`config.mk`:
```
export PLATFORM = sky130hd
export DESIGN_NAME = blink_sched
export DESIGN_NICKNAME = d
export VERILOG_FILES = /design/src/rtl/blink_pkg.sv /design/src/rtl/blink_prescaler.sv /design/src/rtl/blink_sched.sv
export SDC_FILE = /design/constraint.sdc
export NUM_CORES = 1
export LEC_CHECK = 0
export BUFFER_PORTS_ARGS = -buffer_cell sky130_fd_sc_hd__buf_2
export CAP_MARGIN = 20
export CELL_PAD_IN_SITES_DETAIL_PLACEMENT = 0
export CELL_PAD_IN_SITES_GLOBAL_PLACEMENT = 1
export CORE_MARGIN = 2
export CORE_UTILIZATION = 40
export DETAILED_ROUTE_END_ITERATION = 10
export PLACE_DENSITY = 0.82
export SLEW_MARGIN = 25
export SYNTH_ARGS = -nofsm -noshare
export SYNTH_HDL_FRONTEND = slang
export SYNTH_SLANG_ARGS = --single-unit
```
`constraint.sdc`:
```
create_clock -name clk -period 2.57 [get_ports clk]
set_clock_uncertainty 0.05 [all_clocks]
set_input_delay 0.514 -clock clk [delete_from_list [all_inputs] [get_ports clk]]
set_output_delay 0.514 -clock clk [all_outputs]
set_load 0.02 [all_outputs]
```
`src/rtl/blink_pkg.sv`:
```
// Shared types and constants for the LED blink scheduler.
// Holds the FSM state encoding, per-requester count width and default size.
package blink_pkg;

    localparam int CNT_W    = 4;
    localparam int DEF_NREQ = 4;

    typedef enum logic [1:0] {
        IDLE,
        ON,
        OFF,
        GAP
    } state_t;

endpackage

```
`src/rtl/blink_prescaler.sv`:
```
// Free-running tick prescaler with synchronous clear.
// tick is registered and high during the last cycle of each TICK_DIV period.
module blink_prescaler #(
    parameter int TICK_DIV = 1000000
) (
    input  logic clk,
    input  logic rst,
    input  logic clr,
    output logic tick
);

    localparam int CW = (TICK_DIV > 1) ? $clog2(TICK_DIV) : 1;

    logic [CW-1:0] cnt;

    // Count 0..TICK_DIV-1; tick is raised one cycle early so it lines up with the wrap.
    always_ff @(posedge clk or posedge rst) begin
        if (rst) begin
            cnt  <= '0;
            tick <= 1'b0;
        end else if (clr) begin
            cnt  <= '0;
            tick <= 1'b0;
        end else begin
            tick <= (cnt == CW'(TICK_DIV - 2));
            cnt  <= (cnt == CW'(TICK_DIV - 1)) ? '0 : cnt + 1'b1;
        end
    end

endmodule

```
`src/rtl/blink_sched.sv`:
```
// Round-robin LED blink scheduler: grants the LED to one requester and
// blinks it cnt times (ON/OFF phases) followed by a dark GAP, then signals done.
module blink_sched
    import blink_pkg::*;
#(
    parameter int NREQ      = DEF_NREQ,
    parameter int TICK_DIV  = 1000000,
    parameter int ON_TICKS  = 2,
    parameter int OFF_TICKS = 2,
    parameter int GAP_TICKS = 4
) (
    input  logic                  clk,
    input  logic                  rst,
    input  logic [NREQ-1:0]       req,
    input  logic [NREQ*CNT_W-1:0] cnt_in,
    output logic [NREQ-1:0]       grant,
    output logic [NREQ-1:0]       done,
    output logic                  led,
    output logic                  busy,
    output logic                  tick
);

    localparam int IW   = (NREQ > 1) ? $clog2(NREQ) : 1;
    localparam int MX1  = (ON_TICKS > OFF_TICKS) ? ON_TICKS : OFF_TICKS;
    localparam int MAXT = (MX1 > GAP_TICKS) ? MX1 : GAP_TICKS;
    localparam int TW   = (MAXT > 1) ? $clog2(MAXT) : 1;

    state_t           state;
    state_t           state_n;
    logic [NREQ-1:0]  grant_n;
    logic [NREQ-1:0]  done_n;
    logic [CNT_W-1:0] rem;
    logic [CNT_W-1:0] rem_n;
    logic [TW-1:0]    tcnt;
    logic [TW-1:0]    tcnt_n;
    logic [IW-1:0]    own;
    logic [IW-1:0]    own_n;
    logic [IW-1:0]    last;
    logic [IW-1:0]    last_n;
    logic [IW-1:0]    pick;
    logic             found;
    logic             clr;
    logic [CNT_W-1:0] cnt_arr [NREQ];

    for (genvar g = 0; g < NREQ; g++) begin : g_cnt
        assign cnt_arr[g] = cnt_in[g*CNT_W +: CNT_W];
    end

    blink_prescaler #(
        .TICK_DIV(TICK_DIV)
    ) u_pre (
        .clk (clk),
        .rst (rst),
        .clr (clr),
        .tick(tick)
    );

    // Round-robin search starting just after the last served requester.
    always_comb begin
        pick  = last;
        found = 1'b0;
        for (int k = 1; k <= NREQ; k++) begin
            if (!found && req[IW'((int'(last) + k) % NREQ)]) begin
                found = 1'b1;
                pick  = IW'((int'(last) + k) % NREQ);
            end
        end
    end

    // Next-state logic: phases advance only on the last tick of each phase.
    always_comb begin
        state_n = state;
        grant_n = grant;
        done_n  = '0;
        rem_n   = rem;
        tcnt_n  = tcnt;
        own_n   = own;
        last_n  = last;
        clr     = 1'b0;
        unique case (state)
            IDLE: begin
                if (found) begin
                    clr     = 1'b1;
                    own_n   = pick;
                    grant_n = NREQ'(1) << pick;
                    rem_n   = cnt_arr[pick];
                    tcnt_n  = '0;
                    state_n = (cnt_arr[pick] != '0) ? ON : GAP;
                end
            end
            ON: begin
                if (tick) begin
                    if (tcnt == TW'(ON_TICKS - 1)) begin
                        state_n = OFF;
                        tcnt_n  = '0;
                        rem_n   = rem - 1'b1;
                    end else begin
                        tcnt_n = tcnt + 1'b1;
                    end
                end
            end
            OFF: begin
                if (tick) begin
                    if (tcnt == TW'(OFF_TICKS - 1)) begin
                        state_n = (rem != '0) ? ON : GAP;
                        tcnt_n  = '0;
                    end else begin
                        tcnt_n = tcnt + 1'b1;
                    end
                end
            end
            GAP: begin
                if (tick) begin
                    if (tcnt == TW'(GAP_TICKS - 1)) begin
                        state_n = IDLE;
                        tcnt_n  = '0;
                        done_n  = grant;
                        grant_n = '0;
                        last_n  = own;
                    end else begin
                        tcnt_n = tcnt + 1'b1;
                    end
                end
            end
            default: state_n = IDLE;
        endcase
    end

    // State and registered outputs; reset aborts any service silently.
    always_ff @(posedge clk or posedge rst) begin
        if (rst) begin
            state <= IDLE;
            grant <= '0;
            done  <= '0;
            led   <= 1'b0;
            busy  <= 1'b0;
            rem   <= '0;
            tcnt  <= '0;
            own   <= '0;
            last  <= IW'(NREQ - 1);
        end else begin
            state <= state_n;
            grant <= grant_n;
            done  <= done_n;
            led   <= (state_n == ON);
            busy  <= |grant_n;
            rem   <= rem_n;
            tcnt  <= tcnt_n;
            own   <= own_n;
            last  <= last_n;
        end
    end

endmodule

```
==> run metrics, run 1 <==
Initial Util=41.1%; Max Root-Sink Buffers=2; CP most frequent cell=mux2i_1; DRT antenna net count=0; Place WS=-0.0132 ns; IO Pins=33; sequential element share of the synthesized area=44.9%; FP Rows=28; die width=81.5 microns; Num CTS Buffers=5; crit share post-route=85.6%; H-tree levels=2; routability congestion estimate=0.752; f_max=0.454 GHz; Sw Ratio=36.5%; Worst Setup Start Kind=register; # nets final=313; initial antenna violation count=1; Ys Warns=0; DR WL/cell=14.3 microns; global route total overflow=0; Synth async-reset ratio=100%; RSZ-0062 raised after global routing=no; die height=81.5 microns; Cells after Synth=between 200 and 250; clock network power share=23.3%; worst setup margin=roughly 0.37 ns; combinational cell fraction of total power=between 30% and 40%; final hold vios=0; drt first pass iters=4; largest family of logic cells by synthesized area=simple AND/OR/NAND/NOR gates; Worst Max-Slew Pin Slew=0.547 ns; n_diodes=0; crit-path cells=mux2i_1 -> nor2_1 -> a311oi_4 -> buf_12 -> mux2i_1 -> mux2_2 -> a41oi_1 -> a21o_1; vias in the first global route=1879; wire length of the first global-routing pass=between 8000 and 9000 microns; syn nets=273; Leak Pwr=between 1 and 1.5 nW; Netlist Area Pre-Place=2400 sq um; Tot Pwr=2.33 mW; WHS=0.284 ns; FF-to-FF path depth=8; most numerous cell in the Yosys netlist=dfrtp_1; DRC viols=0; number of buffers and inverters on the critical path=1; Int Power=~1.5 mW; type of the tightest min-delay check=in2async; Crit path required time=~2.7 ns; critical path peak fanout=13; Syn-to-layout area delta=16.3%; peak supply drop=~0.29 mV; I/O Buffers=32; Critical Setup Path Class=reg2reg; Root Driver=clkbuf_8; area leader, netlist=dfrtp_1; clock-pin slew on the worst setup and hold paths=0.08 ns; Final Util=47.8%; CORE AREA=around 6000 sq um; Yosys cell types=48; dpl hpwl=3700 microns; Fillers=between 500 and 600; crit path to=led; Crit Reg-Reg Startpoint=last[1]; WP depth=8; max-slew violations=0; #FFs+latches synth=43; Critical Path AT=2.34 ns; post-synthesis compound-gate area fraction=12.0%; Max Cap Viol=0; switching power=0.848 mW; CP max stage cell=dfstp_2; reg2reg end=led; Post-Synth XOR/XNOR Area=6.19%; final setup violation count=0; Main synth FF type=dfrtp_1; Post-synth EDFFs=0; Pwr Density=832 nW/um^2; pin count of the biggest net entering global routing=44; critical path startpoint=last[1]; Worst path max stage delay=0.56 ns; Synth Area in Adders=5.73%; Post-synth top cells=41 x dfrtp_1, 30 x nor2_1, 18 x nand2_1; Synth Area in Simple Gates=19.7%; post-synth top area share=between 40% and 50%; Vias/cell=5.32; reg2reg setup slack=0.37 ns; Vias=1893; delay-heaviest family, CP=compound AO/OA/AOI/OAI gates; post-route minimum period=2.20 ns; main area contributors after synthesis=dfrtp_1 43%, ha_1 5.7%, nor2_1 4.7%; CTS sink cnt=43; mux cell area share after synthesis=7.65%; Avg Inst Size Synth=~10 sq um; fraction of layout cells with a size suffix above 1=22.4%; sequential share of power=39.4%; Max-slew headroom=63.6%; status=finished clean; Critical Path End Type=register; Detailed Route WL=5090 microns; Clk Latency, worst-skew pair=0.30 ns; Initial DRC Count=81; Resized Gates After CTS=0; Tot GR Track Use=16.9%; CTS tree=done; Die ar.=6640 sq um
## tightest hold or removal path, delay by kind of cell
kind / cells / cell delay, ns
buf+inv: 3 / 0.57
## placed cells by master, fill, tap and decap left out, drive strengths merged, types with 2 or more instances in the layout
cell	instances
o21a	2
mux2i	9
dfrtp	41
nor4b	2
or2b	2
nand2b	4
nand3	12
dfstp	2
nand4	2
xnor2	6
mux2	8
nor2	30
o21ai	14
nand2	18
ha	11
or3	2
clkbuf	6
a22o	2
and3	5
nand3b	2
and4	3
o22ai	2
and2	5
nor3	3
inv	13
xor2	11
buf	39
o221ai	3
a21oi	6
## area by class of cell
| cell class | instances | area, sq um | share of cell area (%) |
|---|---|---|---|
| multi-input cells | 178 | 1230 | 44.1 |
| flip-flops and latches | 43 | 1080 | 38.6 |
| repair buffers | 39 | 225 | 8.05 |
| well taps | 75 | 93.8 | 3.36 |
| clock buffers | 6 | 82.6 | 2.95 |
| inverters | 13 | 48.8 | 1.74 |
| clock inverters | 2 | 35.0 | 1.25 |
## stage by stage
step                      area, sq um  setup TNS, ns  std cells
final                            2800              0        356
after global placement           2660              0        347
after global routing             2800              0        356
after floorplan                  2400              0        240
after detailed placement         2660        -0.0147        347
after CTS                        2780              0        355
## power groups by stage
| stage | Combinational, mW | Sequential [mW] | Clock (mW) |
|---|---|---|---|
| floorplan | 0.612 | 0.950 | 0 |
| global placement | 0.854 | 0.925 | 0 |
| detailed placement | 0.870 | 0.930 | 0 |
| CTS | 0.875 | 0.918 | 0.561 |
| global route | 0.977 | 0.942 | 0.585 |
| finish | 0.867 | 0.916 | 0.542 |
## worst min-delay path by stage
stage / startpoint / to / slack (ns) / depth (start not counted)
after floorplan: own[0] / own[0] / 0.39 / 2
after global placement: own[0] / own[0] / 0.41 / 2
after detailed placement: own[0] / own[0] / 0.43 / 2
after CTS: rst / u_pre.cnt[12] / 0.30 / 3
after global routing: rst / u_pre.cnt[13] / 0.35 / 3
final: rst / u_pre.cnt[12] / 0.28 / 3
## sequential cells by signal (all words and copies together) (netlist names), 2 cells and up
signal and cells:
grant 4, last 2, rem 4, u_pre.cnt 20
done 4, state 2, own 2, tcnt 2
## routing by layer
metal	part of all wire (%)	wire, microns	track usage [%]
met2	46	2330	27.4
met3	7.4	379	5.82
met1	45	2300	20.7
met4	1.1	58	6.10
met5	0.26	13	0
## cell families (layout without fill, tap and decap cells)
group,count (synthesis),after routing
fa+ha+maj,11,11
buf+inv,19,60
flops,43,43
compound gates,39,39
simple gates,94,94
mux,17,17
xor+xnor,17,17
## timing repair
item	CTS	global route
hold buffers	0	0
setup endpoints to repair	0	5
setup buffers	0	1
(Power assumes the default switching activity.)
==> inputs of run 2 (changes only) <==
- PLACE_DENSITY: 0.82 -> 0.79
==> run metrics, run 2 (same netlist as run 1, synthesis figures left out) <==
status=finished clean; Tot GR Track Use=15.9% (-0.92 points); CTS tree=done; max reg flops=20 (unchanged); GR Util met3=3.08% (-2.7 points); WHS=0.282 ns (-0.00273 ns); Multi-input gate area=1230 sq um (unchanged); Fillers=533 (-5.7%); setup TNS=0 ns (unchanged); drt first pass iters=4 (unchanged); die width=81.5 microns (unchanged); H-tree levels=2 (unchanged); fraction of layout cells with a size suffix above 1=21.8% (-0.63 points); final hold vios=0 (unchanged); DRC viols=0 (unchanged); Vias=1834 (-3.1%); die height=81.5 microns (unchanged); Finished Layout Cells=355 (-0.28%); initial antenna violation count=0 (-1); Final Util=47.1% (-0.68 points); Detailed Route WL=4720 microns (-7.3%); f_max=0.435 GHz (-4.4%); Num CTS Buffers=5 (unchanged); Max Root-Sink Buffers=2 (unchanged); Worst Setup Start Kind=register; final setup violation count=0 (unchanged); RSZ-0062 raised after global routing=no; n_diodes=0 (unchanged); Vias/cell=5.17 (-2.8%); grt met2 use=26.6% (-0.82 points); dpl hpwl=3490 microns (-5.9%); Initial Util=41.1% (unchanged); Hold-fix buffers, CTS=0 (unchanged); Die ar.=6640 sq um (unchanged); most common cell after layout, fill and taps aside=dfrtp_1; critical path peak fanout=13 (unchanged); CTS sink cnt=43 (unchanged); GRT Max-Usage Layer=met2; type of the tightest min-delay check=in2async; Root Driver=clkbuf_8; Clk Latency, worst-skew pair=0.29 ns (about the same); Placed Cells=346 (-0.29%); post-route minimum period=2.30 ns (+0.100 ns); Max-slew headroom=63.9% (+0.31 points); # nets final=312 (-0.32%); I/O Buffers=32 (unchanged); CORE AREA=5850 sq um (unchanged); DR WL/cell=13.3 microns (-7.0%); clock-pin slew on the worst setup and hold paths=0.08 ns (about the same); crit share post-route=89.5% (+3.9 points); Max Cap Viol=0 (unchanged); Critical Path End Type=register; Leak Pwr=1.30 nW (-1.9%); Crit path required time=2.71 ns (about the same); IO Pins=33 (unchanged); Pwr Density=803 nW/um^2 (-3.5%); Largest Register=u_pre.cnt; global route total overflow=0 (unchanged); Critical Setup Path Class=reg2reg; Syn-to-layout area delta=14.7%; FP Rows=28 (unchanged); worst setup margin=0.269 ns (-0.100 ns); Worst Max-Slew Pin Slew=0.542 ns (-0.00465 ns); Critical Path AT=2.44 ns (+0.10 ns); Initial DRC Count=40 (-51%); DRT antenna net count=0 (unchanged); met1 Use GR=20.3% (-0.40 points); routability congestion estimate=0.754 (+0.24%); commonest non-fill, non-tap cells in the layout=41 x dfrtp_1, 32 x buf_2, 30 x nor2_1; register area=1080 sq um (unchanged); pin count of the biggest net entering global routing=44 (unchanged); wire length of the first global-routing pass=8260 microns (-3.7%); vias in the first global route=1847 (-1.7%); Place WS=-0.00803 ns (+0.00513 ns); peak supply drop=0.391 mV (+35%); max-slew violations=0 (unchanged)
-- run 2: changes by cell type in the layout (fill, tap and decap cells not counted), sizes merged --
cell and delta:
buf -1, bufinv -1, clkinvlp +1
-- run 2: final timing paths --
check / startpoint / endpoint / slack, ns / cells after the start
max reg2reg: last[1] / led / 0.27 / 8
min: rst / u_pre.cnt[1] / 0.28 / 3
max: last[1] / led / 0.27 / 8
max in group asynchronous: rst / last[0] / 1.79 / 3
min reg2reg: grant[3] / done[3] / 0.46 / 1
min in group clk: grant[3] / done[3] / 0.46 / 1
-- run 2: critical path, stage by stage (launching register included) --
cell and delay [ns]:
dfstp_2 0.63, mux2i_1 0.23, nor2_1 0.08, a311oi_4 0.30, buf_12 0.18, mux2i_1 0.21, mux2_2 0.19, a41oi_1 0.14
a21o_1 0.18
-- run 2: repair_timing --
action                     4_1_cts  5_1_grt
gates resized for setup          0        0
setup buffers                    1        0
setup endpoints to repair        1        0
-- run 2: routing by layer --
| metal | wire length (microns) | share of wire (%) |
|---|---|---|
| met5 | 0 | 0 |
| met4 | 73 | 1.5 |
| met3 | 169 | 3.6 |
| met2 | 2270 | 48 |
| met1 | 2200 | 47 |
-- run 2: power breakdown --
group          leakage [nW]  switching [mW]  internal, mW
clock network        0.0412           0.228         0.190
logic                 0.695           0.510         0.363
registers             0.569           0.110         0.811
-- run 2: area by class of cell --
cell class | count | area share [%]
clock buffers | 6 | 2.63
flip-flops and latches | 43 | 39.1
clock inverters | 2 | 0.454
well taps | 75 | 3.40
multi-input cells | 178 | 44.7
inverters | 13 | 1.77
repair buffers | 38 | 7.90
-- run 2: metrics by stage --
stage,instance area [sq um],total power [mW]
after floorplan,2400,1.56
after global placement,2650,1.79
after detailed placement,2650,1.80
after CTS,2760,2.24
after global routing,2760,2.39
final,2760,2.21
==> inputs of run 3 (changes only) <==
- CTS_BUF_LIST: not set -> sky130_fd_sc_hd__clkbuf_4
- TNS_END_PERCENT: not set -> 5
==> run metrics, run 3 (same netlist as run 1, synthesis figures left out) <==
clock network power share=15.8% (-3.1 points); Final Util=46.6% (-0.47 points); Max-slew headroom=63.9% (about the same); combinational cell fraction of total power=41.0% (+1.5 points); Leak Pwr=1.30 nW (-0.73%); Worst Setup Start Kind=register; CORE AREA=5850 sq um (unchanged); Crit path required time=2.76 ns (+0.05 ns); Max Cap Viol=0 (unchanged); critical path startpoint=last[1]; Clk Latency, worst-skew pair=0.35 ns (+0.06 ns); Hold-fix buffers, CTS=0 (unchanged); RSZ-0062 raised after global routing=no; vias in the first global route=1850 (+0.16%); final hold vios=0 (unchanged); routability congestion estimate=0.754 (unchanged); CTS sink cnt=43 (unchanged); status=finished clean; Crit Reg-Reg Startpoint=last[1]; Max Root-Sink Buffers=2 (unchanged); crit share post-route=89.9% (+0.33 points); pin count of the biggest net entering global routing=44 (unchanged); Initial DRC Count=52 (+30%); CTS tree=done; Num CTS Buffers=5 (unchanged); post-route minimum period=2.31 ns (+0.00853 ns); initial antenna violation count=0 (unchanged); die height=81.5 microns (unchanged); max-slew violations=0 (unchanged); Sw Ratio=39.5% (+1.2 points); wire length of the first global-routing pass=8290 microns (+0.41%); final setup violation count=0 (unchanged); n_diodes=0 (unchanged); sequential share of power=43.1% (+1.5 points); IO Pins=33 (unchanged); Critical Path AT=2.50 ns (+0.06 ns); Fillers=535 (+0.38%); Largest Register=u_pre.cnt; clock-pin slew on the worst setup and hold paths=0.13 ns (+0.05 ns); Resized Gates After CTS=0 (unchanged); Worst Max-Slew Pin Slew=0.542 ns (+0.0000824 ns); DRC viols=0 (unchanged); Syn-to-layout area delta=13.5%; dpl hpwl=3490 microns (unchanged); Detailed Route WL=4730 microns (+0.23%); WHS=0.211 ns (-0.0702 ns); Critical Path End Type=register; Tot GR Track Use=16.0% (+0.070 points); FP Rows=28 (unchanged); I/O Buffers=32 (unchanged); peak supply drop=0.389 mV (-0.62%); critical path peak fanout=13 (unchanged); DRT antenna net count=0 (unchanged); Int Power=1.29 mW (-5.4%); Vias=1843 (+0.49%); Critical Setup Path Class=reg2reg; max reg flops=20 (unchanged); switching power=0.843 mW (-0.71%); commonest non-fill, non-tap cells in the layout=41 x dfrtp_1, 32 x buf_2, 30 x nor2_1; Vias/cell=5.19 (+0.49%); Die ar.=6640 sq um (unchanged); f_max=0.433 GHz (-0.37%); die width=81.5 microns (unchanged); drt first pass iters=4 (unchanged); most common cell after layout, fill and taps aside=dfrtp_1; type of the tightest min-delay check=in2async; DR WL/cell=13.3 microns (+0.23%); Initial Util=41.1% (unchanged); Root Driver=clkbuf_4; H-tree levels=2 (unchanged); postcts setup bufs=1 (unchanged); fraction of layout cells with a size suffix above 1=22.1% (+0.36 points); # nets final=312 (unchanged); Pwr Density=781 nW/um^2 (-2.7%); global route total overflow=0 (unchanged)
## run 3: per-layer routing
metal / up-vias / global-route usage [%] / routed length (microns)
li1: 917 / - / -
met1: 878 / 20.6 / 2220
met4: 0 / 5.93 / 66
met3: 7 / 3.41 / 189
met2: 41 / 26.5 / 2260
met5: - / 0 / 0
## run 3: stage by stage
stage | cells | setup WS (ns) | area, sq um | setup TNS (ns) | total power, mW
after CTS | 355 | 0.247 | 2730 | 0 | 2.16
after global placement | 346 | 0.0772 | 2650 | 0 | 1.79
after detailed placement | 346 | -0.00803 | 2650 | -0.00803 | 1.80
after floorplan | 240 | 0.371 | 2400 | 0 | 1.56
after global routing | 355 | 0.116 | 2730 | 0 | 2.31
final | 355 | 0.261 | 2730 | 0 | 2.13
## run 3: cell type report
type	instances	area (sq um)	share of cell area, %
clock buffers	6	45.0	1.65
clock inverters	2	12.5	0.459
inverters	13	48.8	1.79
multi-input cells	178	1230	45.2
flip-flops and latches	43	1080	39.5
well taps	75	93.8	3.44
repair buffers	38	218	7.98
## run 3: final timing paths
path,end,slack [ns],depth (start not counted)
setup / recovery,state[1],0.26,8
hold / removal,u_pre.cnt[1],0.21,3
setup reg to reg,state[1],0.26,8
hold reg to reg,u_pre.cnt[0],0.46,1
max in group asynchronous,last[0],1.85,3
min in group clk,u_pre.cnt[0],0.46,1
## run 3: power groups by stage
stage	Combinational [mW]	Sequential [mW]	Clock [mW]
3_3_place_gp	0.863	0.930	0
2_1_floorplan	0.612	0.950	0
4_1_cts	0.883	0.919	0.354
5_1_grt	0.995	0.940	0.378
3_5_place_dp	0.872	0.933	0
6_report	0.875	0.919	0.338
## run 3: worst max-delay path, stage by stage (launching register included)
cell and delay (ns):
dfstp_2 0.65, mux2i_1 0.23, nor2_1 0.08, a311oi_4 0.30, buf_12 0.18, mux2i_1 0.09, mux2_2 0.28, a41oi_1 0.27
nor2_1 0.07
